<file path="src/rtl/sodor5_gen_pkg.sv">
// rtl/sodor5_gen_pkg.sv - shared constants and FSM state type for the instruction generator
package sodor5_gen_pkg;

   localparam logic [6:0]  OP_ALU    = 7'h13;
   localparam logic [6:0]  OP_LOAD   = 7'h03;
   localparam logic [31:0] INSTR_NOP = 32'h00000013;
   localparam logic [31:0] LFSR_POLY = 32'h80200003;

   // Shift immediates: srai/srli keep shamt plus the arithmetic bit, slli keeps shamt only
   localparam logic [11:0] MASK_SR   = 12'h41F;
   localparam logic [11:0] MASK_SL   = 12'h01F;

   typedef enum logic [1:0] {
      ST_IDLE  = 2'd0,
      ST_GEN_A = 2'd1,
      ST_GEN_B = 2'd2,
      ST_VALID = 2'd3
   } gen_state_e;

   // An all-zero Galois LFSR locks up, so zero seeds are replaced by 1
   function automatic logic [31:0] nonzero_seed(input logic [31:0] s);
      return (s == 32'h0) ? 32'h00000001 : s;
   endfunction

endpackage

</file>
<file path="src/rtl/sodor5_lfsr32.sv">
// rtl/sodor5_lfsr32.sv - 32-bit Galois LFSR with seed load and zero substitution
module sodor5_lfsr32
   import sodor5_gen_pkg::*;
#(
   parameter logic [31:0] SEED = 32'h00000166
) (
   input  logic        clk,
   input  logic        reset,
   input  logic        load,
   input  logic [31:0] load_val,
   input  logic        step,
   output logic [31:0] state,
   output logic [31:0] next_val
);

   assign next_val = {1'b0, state[31:1]} ^ (state[0] ? LFSR_POLY : 32'h0);

   // Reset beats load, load beats stepping
   always_ff @(posedge clk) begin
      if (reset)
         state <= nonzero_seed(SEED);
      else if (load)
         state <= nonzero_seed(load_val);
      else if (step)
         state <= next_val;
   end

endmodule

</file>
<file path="src/rtl/sodor5_instr_gen.sv">
// rtl/sodor5_instr_gen.sv - random RV32I ALU-immediate / load instruction generator
module sodor5_instr_gen
   import sodor5_gen_pkg::*;
#(
   parameter logic [31:0] SEED    = 32'h00000166,
   parameter int unsigned LOAD_EN = 1
) (
   input  logic        clk,
   input  logic        reset,
   input  logic        enable,
   input  logic        seed_load,
   input  logic [31:0] seed_val,
   input  logic        out_ready,
   output logic        out_valid,
   output logic [31:0] instr,
   output logic [31:0] instr_count,
   output logic [31:0] lfsr_state
);

   gen_state_e  state, state_nxt;
   logic        step;
   logic        handshake;
   logic [31:0] lfsr_next;
   logic [31:0] word_a, word_b;
   logic [11:0] imm;
   logic [4:0]  rs1, rd;
   logic [2:0]  funct3;
   logic        il_choice;
   logic        unused_bits;

   sodor5_lfsr32 #(.SEED(SEED)) u_lfsr (
      .clk      (clk),
      .reset    (reset),
      .load     (seed_load),
      .load_val (seed_val),
      .step     (step),
      .state    (lfsr_state),
      .next_val (lfsr_next)
   );

   assign out_valid = (state == ST_VALID);
   assign handshake = out_valid && out_ready;

   // Next-state: enable only matters for starting a new instruction; seed_load aborts everything
   always_comb begin
      state_nxt = state;
      step      = 1'b0;
      case (state)
         ST_IDLE:  if (enable) state_nxt = ST_GEN_A;
         ST_GEN_A: begin step = 1'b1; state_nxt = ST_GEN_B; end
         ST_GEN_B: begin step = 1'b1; state_nxt = ST_VALID; end
         ST_VALID: if (handshake) state_nxt = enable ? ST_GEN_A : ST_IDLE;
         default:  state_nxt = ST_IDLE;
      endcase
      if (seed_load) begin
         state_nxt = ST_IDLE;
         step      = 1'b0;
      end
   end

   // FSM state register
   always_ff @(posedge clk) begin
      if (reset) state <= ST_IDLE;
      else       state <= state_nxt;
   end

   // Capture the freshly stepped LFSR value as word A then word B
   always_ff @(posedge clk) begin
      if (reset) begin
         word_a <= 32'h0;
         word_b <= 32'h0;
      end else if (!seed_load) begin
         if (state == ST_GEN_A) word_a <= lfsr_next;
         if (state == ST_GEN_B) word_b <= lfsr_next;
      end
   end

   // Handshakes are counted even when a seed_load discards the generator in the same cycle
   always_ff @(posedge clk) begin
      if (reset)          instr_count <= 32'h0;
      else if (handshake) instr_count <= instr_count + 32'h1;
   end

   // Decode the captured words into the instruction; words are frozen in VALID so instr is stable
   always_comb begin
      imm       = word_a[11:0];
      rs1       = word_a[16:12];
      rd        = word_a[21:17];
      funct3    = word_a[24:22];
      il_choice = (LOAD_EN == 0) ? 1'b1 : word_a[25];
      if (funct3 == 3'd5)      imm = imm & MASK_SR;
      else if (funct3 == 3'd1) imm = imm & MASK_SL;
      instr = INSTR_NOP;
      if (out_valid) begin
         if (il_choice) instr = {imm, rs1, funct3, rd, OP_ALU};
         else           instr = {word_b[11:0], rs1, word_b[14], 2'b00, rd, OP_LOAD};
      end
   end

   assign unused_bits = ^{word_a[31:26], word_b[31:15], word_b[13:12]};

endmodule

</file>
<file path="config.mk">
export PLATFORM = sky130hd
export DESIGN_NAME = sodor5_instr_gen
export DESIGN_NICKNAME = d
export VERILOG_FILES = /design/src/rtl/sodor5_gen_pkg.sv /design/src/rtl/sodor5_lfsr32.sv /design/src/rtl/sodor5_instr_gen.sv
export SDC_FILE = /design/constraint.sdc
export NUM_CORES = 1
export LEC_CHECK = 0
export BUFFER_PORTS_ARGS = -buffer_cell sky130_fd_sc_hd__buf_2
export CAP_MARGIN = 20
export CORE_ASPECT_RATIO = 0.7
export CORE_MARGIN = 1.5
export CORE_UTILIZATION = 35
export CTS_CLUSTER_SIZE = 25
export DETAILED_ROUTE_END_ITERATION = 16
export PLACE_DENSITY = 0.66
export SLEW_MARGIN = 5
export SYNTH_ARGS = -nofsm -noshare
export SYNTH_HDL_FRONTEND = slang
export SYNTH_SLANG_ARGS = --single-unit
</file>
<file path="constraint.sdc">
create_clock -name clk -period 5.9 [get_ports clk]
set_clock_uncertainty 0.15 [all_clocks]
set_input_delay 0.59 -clock clk [delete_from_list [all_inputs] [get_ports clk]]
set_output_delay 0.59 -clock clk [all_outputs]
set_load 0.005 [all_outputs]
</file>
* Word level (Yosys, flattened, before mapping)
Cells that the tools add are included.
** Storage, ports and cells
- Register bits after elaboration :: 107
- Latch bits :: 0
- RAM bits :: 0
- ROM bits :: 0
- Input port bits :: 37
- Logic and storage cells :: 38
- Memories :: 0
** Operators by class
- Add/subtract/negate cells :: 1
- $mul :: 0
- Divide/modulo/power cells :: 0
- $lt $le $gt $ge :: 0
- Eq/ne operators :: 7
- Shift-type cells :: 0
- Muxes and demuxes :: 14
- Bitwise gates (word level) :: 2
- Reductions and logical operators :: 9
** Operators by type and width (count)
- two-way mux 32 bit :: 6
- adder 32 x 1 -> 32 bit, second input constant :: 1
- logical NOT 32 bit :: 1
- XOR 31 x 32 -> 32 bit :: 1
- two-way mux 12 bit :: 2
- one-hot mux 2 bit (4 select lines) :: 1
- AND reduction 2 bit :: 3
- == test 2 bit, second input constant :: 2
- two-way mux 2 bit :: 2
- OR reduction 2 bit :: 2
- == test 3 x 1 -> 1 bit, second input constant :: 1
- == test 3 bit, second input constant :: 1
- two-way mux 1 bit :: 3
- == test 2 x 1 -> 1 bit, second input constant :: 1
- logical NOT 2 bit :: 1
- inequality test 2 x 1 -> 1 bit, second input constant :: 1
- inequality test 2 bit, second input constant :: 1
- nonzero test 2 bit :: 1
- logical AND 1 bit :: 1
- inverter 1 bit :: 1

* Longest topological paths before layout
Gate-level depths: netlist (run 1).
- Depth in word-level cells :: 6
- Depth in mapped cells :: 8
- Depth with buffers taken out :: 6

* Modules after synthesis
From an unflattened synthesis (run 1), not the netlist that was laid out.
** Second synthesis, totals
- Cell total of the unflattened synthesis :: 640
- Area, all modules :: 5231.3 um^2
** By module, submodules not included
- sodor5_instr_gen :: instances 1, cells each 427, area each 3384.5 um^2, sequential area each 1461.4 um^2
- sodor5_lfsr32 :: instances 1, cells each 213, area each 1846.8 um^2, sequential area each 640.6 um^2

* Worst setup path before layout (run 1)
No wires, ideal clock.
- Path type :: reg-to-reg
- Start :: register state[0]
- End :: register instr_count[31]
- Library setup time :: 0.121 ns
- Arrival :: 2.059 ns
- Required time :: 5.629 ns
- Path slack :: 3.570 ns
- Stages on the path, launching flop included :: 8
- Cells stage by stage :: dfxtp_1 ha_1 and4_1 buf_4 or4b_1 buf_2 nor4_1 mux2_2
** On the way
- Longest elaborated chain between the ends :: 2
** RTL lines
- from (decl) :: RTL line sodor5_instr_gen.sv:20 : gen_state_e state, state_nxt;
- from (signal assigned) :: RTL line sodor5_instr_gen.sv:64 : else state <= state_nxt;
- == test 2 bit :: RTL line sodor5_instr_gen.sv:41 : assign out_valid = (state == ST_VALID);
- via out_valid :: RTL line sodor5_instr_gen.sv:14 : output logic out_valid,
- logical AND 1 bit :: RTL line sodor5_instr_gen.sv:42 : assign handshake = out_valid && out_ready;
- to (signal assigned) :: RTL line sodor5_instr_gen.sv:81 : else if (handshake) instr_count <= instr_count + 32'h1;
- to (decl) :: RTL line sodor5_instr_gen.sv:16 : output logic [31:0] instr_count,
The timed path passes the listed nets, and every way through them passes these cells.
A chain may end at the register's enable or synchronous reset.

* Final worst setup path (run 1)
- Start :: register instr_count[6]
- End :: register instr_count[25]
** On the way
- Longest elaborated chain between the ends :: 1
** RTL lines (RTL line)
- adder 32 x 1 -> 32 bit :: sodor5_instr_gen.sv:81
No other way between the ends.

==> metrics.txt, run 1 <==
R2R setup slack=3.21 ns; worst setup margin=3.21 ns; final wirelength=13.4 mm; share of the synthesized area in the top cell type=0.411; # hold bufs at CTS=0; most common cell after layout, fill and taps aside=buf_2; share of layout cells above drive strength 1=0.209; vias in the first global route=4115; root buf cell=clkbuf_16; FF+latch area=0.00210 mm²; Antenna Cells=0; Multi-input gate area=0.00257 mm²; TritonRoute pass-1 iters=5; CTS HTree Levels=3; min-delay worst type=flop to flop; Die Y=104 µm; Setup violations, final=0; Critical Path Fanout Max=28; final cell count without fillers=907; setup total negative slack=0 ns; first-pass GRT wire length=21.9 mm; register area share after synthesis=0.411; row cnt=36; Port Buffers=127; status=finished clean; Area Growth Syn to Fin=15.9%; initial antenna violation count=0; Tot Pwr=0.00152 W; worst setup path category=flop to flop; die width=147 µm; CP startpoint kind=flop; GP Congestion=0.774; power density over the cells=256 mW/mm²; largest net degree at the start of global routing=104; synth unique cells=38; Yosys warnings=0; ranking of synthesized cells by area=dfxtp_1 (41%), a21oi_1 (8.1%), mux2i_1 (6.9%); Post-Syn Area=0.00511 mm²; Final HPWL DP=9.22 mm; core area=0.0141 mm²; multiplexer share of the synthesized area=0.0729; Clock Tree Buf Depth=2; Yosys reg bits=105; fin nets=754; Antenna Violating Nets Remaining=0; clk sinks=105; CP arrival=2.78 ns; Worst-Skew Late Latency=0.35 ns; fmax=371 MHz; most frequent cells in the layout=buf_2 (126), dfxtp_1 (105), nand2_1 (91); clock tree from TritonCTS=yes; ys async rst share=0; slew at the pin with the worst max-slew slack=1.10 ns; LEAKAGE=2.28 nW; mean area per synthesized cell=7.94 µm²; IO Count=134; final max-slew violation count=0; CP endpoint kind=flop; Post-synth EDFFs=0; final hold vios=0; Post-Synth Simple-Gate Area=0.252; Slew HR=0.267; grt ovf=0; Max Cap Viol=0; Mapped Cells=644; Tcrit/Tclk final=0.457; 1st-iter DRT viols=193; cell accounting for the most synthesized area=dfxtp_1; post-layout min period=2.69 ns; DP Cell Count=890; adder-cell share of the synthesized area=0.0122; RSZ-0062 raised after global routing=false; WL/cell=14.8 µm; vias after detailed routing=4510; Worst EP required=5.99 ns; number of post-CTS setup repair buffers=0; Synth Area in Compound Gates=0.138; Initial Util=0.363; vias per inst=4.97; number of gates resized after CTS=0; Peak VDD IR=0.153 mV; main combinational cell family by area after synthesis=simple AND/OR/NAND/NOR gates; Fillers=1495; gr usage total=0.177; Reg clk slew, reported paths=0.07 ns; ys flop type=dfxtp_1; full die area=0.0154 mm²; TritonCTS Buffers=9; XOR/XNOR Fraction of Synth Area=0.0223; dpl ws=3.17 ns; drt drc=0
[state kept, by name, indices dropped and copies added (netlist names)]
| name | cells |
|---|---|
| word_b | 13 |
| word_a | 26 |
| instr_count | 32 |
| state | 2 |
| u_lfsr.state | 32 |
[path summary, 6_finish.rpt]
kind / start / end / cells after the start
setup / recovery: instr_count[6] / instr_count[25] / 4
hold / removal: word_a[19] / word_a[19] / 2
setup reg to reg: instr_count[6] / instr_count[25] / 4
hold reg to reg: word_a[19] / word_a[19] / 2
[power breakdown]
| group | switching [W] | internal (W) | leakage [nW] | total, W |
|---|---|---|---|---|
| logic | 0.0000734 | 0.0000526 | 1.28 | 0.000126 |
| registers | 0.0000220 | 0.000727 | 0.853 | 0.000749 |
| clock network | 0.000269 | 0.000372 | 0.146 | 0.000640 |
[layer usage]
layer,track usage,routed length [µm],vias up
met2,0.261,5700,109
li1,-,-,2308
met5,0,0,-
met4,0.0236,67,0
met1,0.256,6790,2087
met3,0.0592,849,6
[cells in the mapped netlist (all sizes together) (10+ instances only)]
cell type,count
and2,10
dfxtp,105
nand2b,11
nor2b,10
buf,48
nand3,19
o21ai,14
nor4,11
nand2,91
inv,10
a21oi,83
clkbuf,29
o31ai,11
mux2i,35
or4,12
nor2,72
[final cells by class]
cell class	instances	share of cell area
Multi-Input combinational cell	456	0.433
Tap cell	190	0.0401
Timing Repair Buffer	130	0.113
Sequential cell	105	0.355
Clock buffer	11	0.0393
Inverter	10	0.00633
Clock inverter	5	0.0135
[worst max-delay path: stages (launching register included)]
cell	delay [ns]
dfxtp_1	0.42
and4_1	0.29
nand4_1	0.78
nor4_1	0.57
mux2_2	0.37
[per-stage QoR]
step | hold WS, ns | instance area [µm²] | util
final | 0.301 | 5930 | 0.420
after global routing | 0.318 | 5930 | 0.420
after CTS | 0.302 | 5910 | 0.419
after detailed placement | 0.293 | 5600 | 0.397
after global placement | 0.289 | 5600 | 0.397
after floorplan | 0.282 | 5130 | -
[kinds of logic after synthesis]
kind of cell    after synthesis
simple gates                269
compound gates              126
flops                       105
buf+inv                      87
mux                          37
xor+xnor                     13
fa+ha+maj                     5
other cells                   2
(Power assumes the default switching activity.)
==> run 2, diff against run 1 <==
- clock period: 5.9 -> 2.5 ns (I/O delays scaled with it)
==> metrics.txt, run 2 (same netlist as run 1, synthesis figures left out) <==
status=finished clean; gr usage total=0.181; Peak VDD IR=0.327 mV; number of post-CTS setup repair buffers=0; min-delay worst type=primary input to flop; CTS HTree Levels=3; full die area=0.0154 mm²; first-pass GRT wire length=22.5 mm; worst hold stages=3; TritonRoute pass-1 iters=4; Tot Pwr=0.00357 W; GRT met1 Usage=0.256; GR peak layer=met2; final max-slew violation count=0; most common cell after layout, fill and taps aside=buf_2; Tcrit/Tclk final=0.912; clk sinks=105; GP Congestion=0.763; Port Buffers=127; Reg clk slew, reported paths=0.07 ns; worst setup path category=flop to flop; row cnt=36; Antenna Violating Nets Remaining=0; drt drc=0; Antenna Cells=0; number of gates resized after CTS=0; placement-stage cell area=0.00570 mm²; Critical Path Fanout Max=7; IO Count=134; 1st-iter DRT viols=251; setup total negative slack=0 ns; final hold vios=0; core area=0.0141 mm²; Initial Util=0.363; CP startpoint kind=flop; most frequent cells in the layout=buf_2 (126), dfxtp_1 (105), nand2_1 (91); CP endpoint kind=flop; Final HPWL DP=9.46 mm; die width=147 µm; fmax=439 MHz; RSZ-0062 raised after global routing=false; Die Y=104 µm; crit-path cells=ha_1, and4_1, or4b_1, nor4_1, mux2_2; Fillers=1423; Worst-Skew Late Latency=0.35 ns; clock tree from TritonCTS=yes; Setup violations, final=0; Worst EP required=2.59 ns; final wirelength=13.7 mm; Slew HR=0.605; fin nets=780; grt ovf=0; post-layout min period=2.28 ns; Clock Tree Buf Depth=2; largest net degree at the start of global routing=54; end of the worst register-to-register path=instr_count[31]; Final Cell Area=0.00616 mm²; CP arrival=2.37 ns; largest registers=instr_count (32), u_lfsr.state (32), word_a (26); Hold EP=u_lfsr.state[1]; critical path's slowest cell=or4b_1; fin util=0.437; R2R Path Start=state[0]; critical path's largest stage delay=0.56 ns; share of layout cells above drive strength 1=0.219; vias after detailed routing=4610; vias in the first global route=4318; reg2reg path depth=5; GR Util met3=0.0478; initial antenna violation count=0; power density over the cells=580 mW/mm²; WL/cell=14.7 µm; TritonCTS Buffers=9; LEAKAGE=2.40 nW; vias per inst=4.94; Max Cap Viol=0; Area Growth Syn to Fin=20.6%; root buf cell=clkbuf_16; slew at the pin with the worst max-slew slack=0.592 ns; met2 GRT Util=0.276; Hold Crit Start=seed_val[1]; R2R setup slack=0.22 ns
==> run 2: cell count changes in the layout (fill, tap and decap cells not counted), sizes merged <==
cell and delta:
dlygate4sd3 +15, buf +11, inv +2, bufinv -1, clkbuf -1
==> run 2: worst max-delay path by stage <==
stage / depth (start not counted) / slack (ns) / to / start
after floorplan: 7 / 0.17 / instr_count[31] / state[0]
after global placement: 5 / 0.28 / instr_count[31] / state[0]
after detailed placement: 5 / 0.23 / instr_count[31] / state[0]
after CTS: 5 / 0.20 / instr_count[31] / state[0]
after global routing: 5 / 0.04 / instr_count[31] / state[0]
final: 5 / 0.22 / instr_count[31] / state[0]
==> run 2: report_power, final <==
group          internal (W)  leakage (nW)  switching [W]  total, W
Sequential          0.00172         0.853      0.0000510   0.00177
Combinational      0.000147          1.40       0.000181  0.000327
Clock              0.000817         0.147       0.000664   0.00148
==> run 2: layout make-up <==
| cell class | instances | area (µm²) | area share |
|---|---|---|---|
| Multi-Input combinational cell | 456 | 2570 | 0.417 |
| Sequential cell | 105 | 2100 | 0.341 |
| Timing Repair Buffer | 156 | 906 | 0.147 |
| Clock buffer | 10 | 239 | 0.0388 |
| Tap cell | 190 | 238 | 0.0386 |
| Clock inverter | 6 | 73.8 | 0.0120 |
| Inverter | 10 | 37.5 | 0.00609 |
==> run 2: through the flow <==
stage | instances | worst slack [ns] | hold WS [ns]
floorplan | 648 | 0.170 | 0.226
global placement | 902 | 0.279 | 0.291
detailed placement | 902 | 0.229 | 0.294
CTS | 933 | 0.204 | 0.000385
global route | 933 | 0.0393 | 0.00904
finish | 933 | 0.220 | 0.0111
==> run 2: critical path: cells and delay by family (launching register included) <==
family	cells	cell delay, ns
flops	1	0.42
simple gates	3	1.02
mux	1	0.36
fa+ha+maj	1	0.22
==> run 2: repair_timing <==
| item | in CTS | in global routing |
|---|---|---|
| hold endpoints to repair | 15 | 0 |
| hold buffers | 15 | 0 |
| setup endpoints to repair | 0 | 0 |
==> run 2: routing by layer <==
metal | vias to the layer above | part of all wire
met2 | 109 | 0.43
met5 | - | 0
li1 | 2361 | -
met1 | 2129 | 0.51
met3 | 11 | 0.050
met4 | 0 | 0.0088
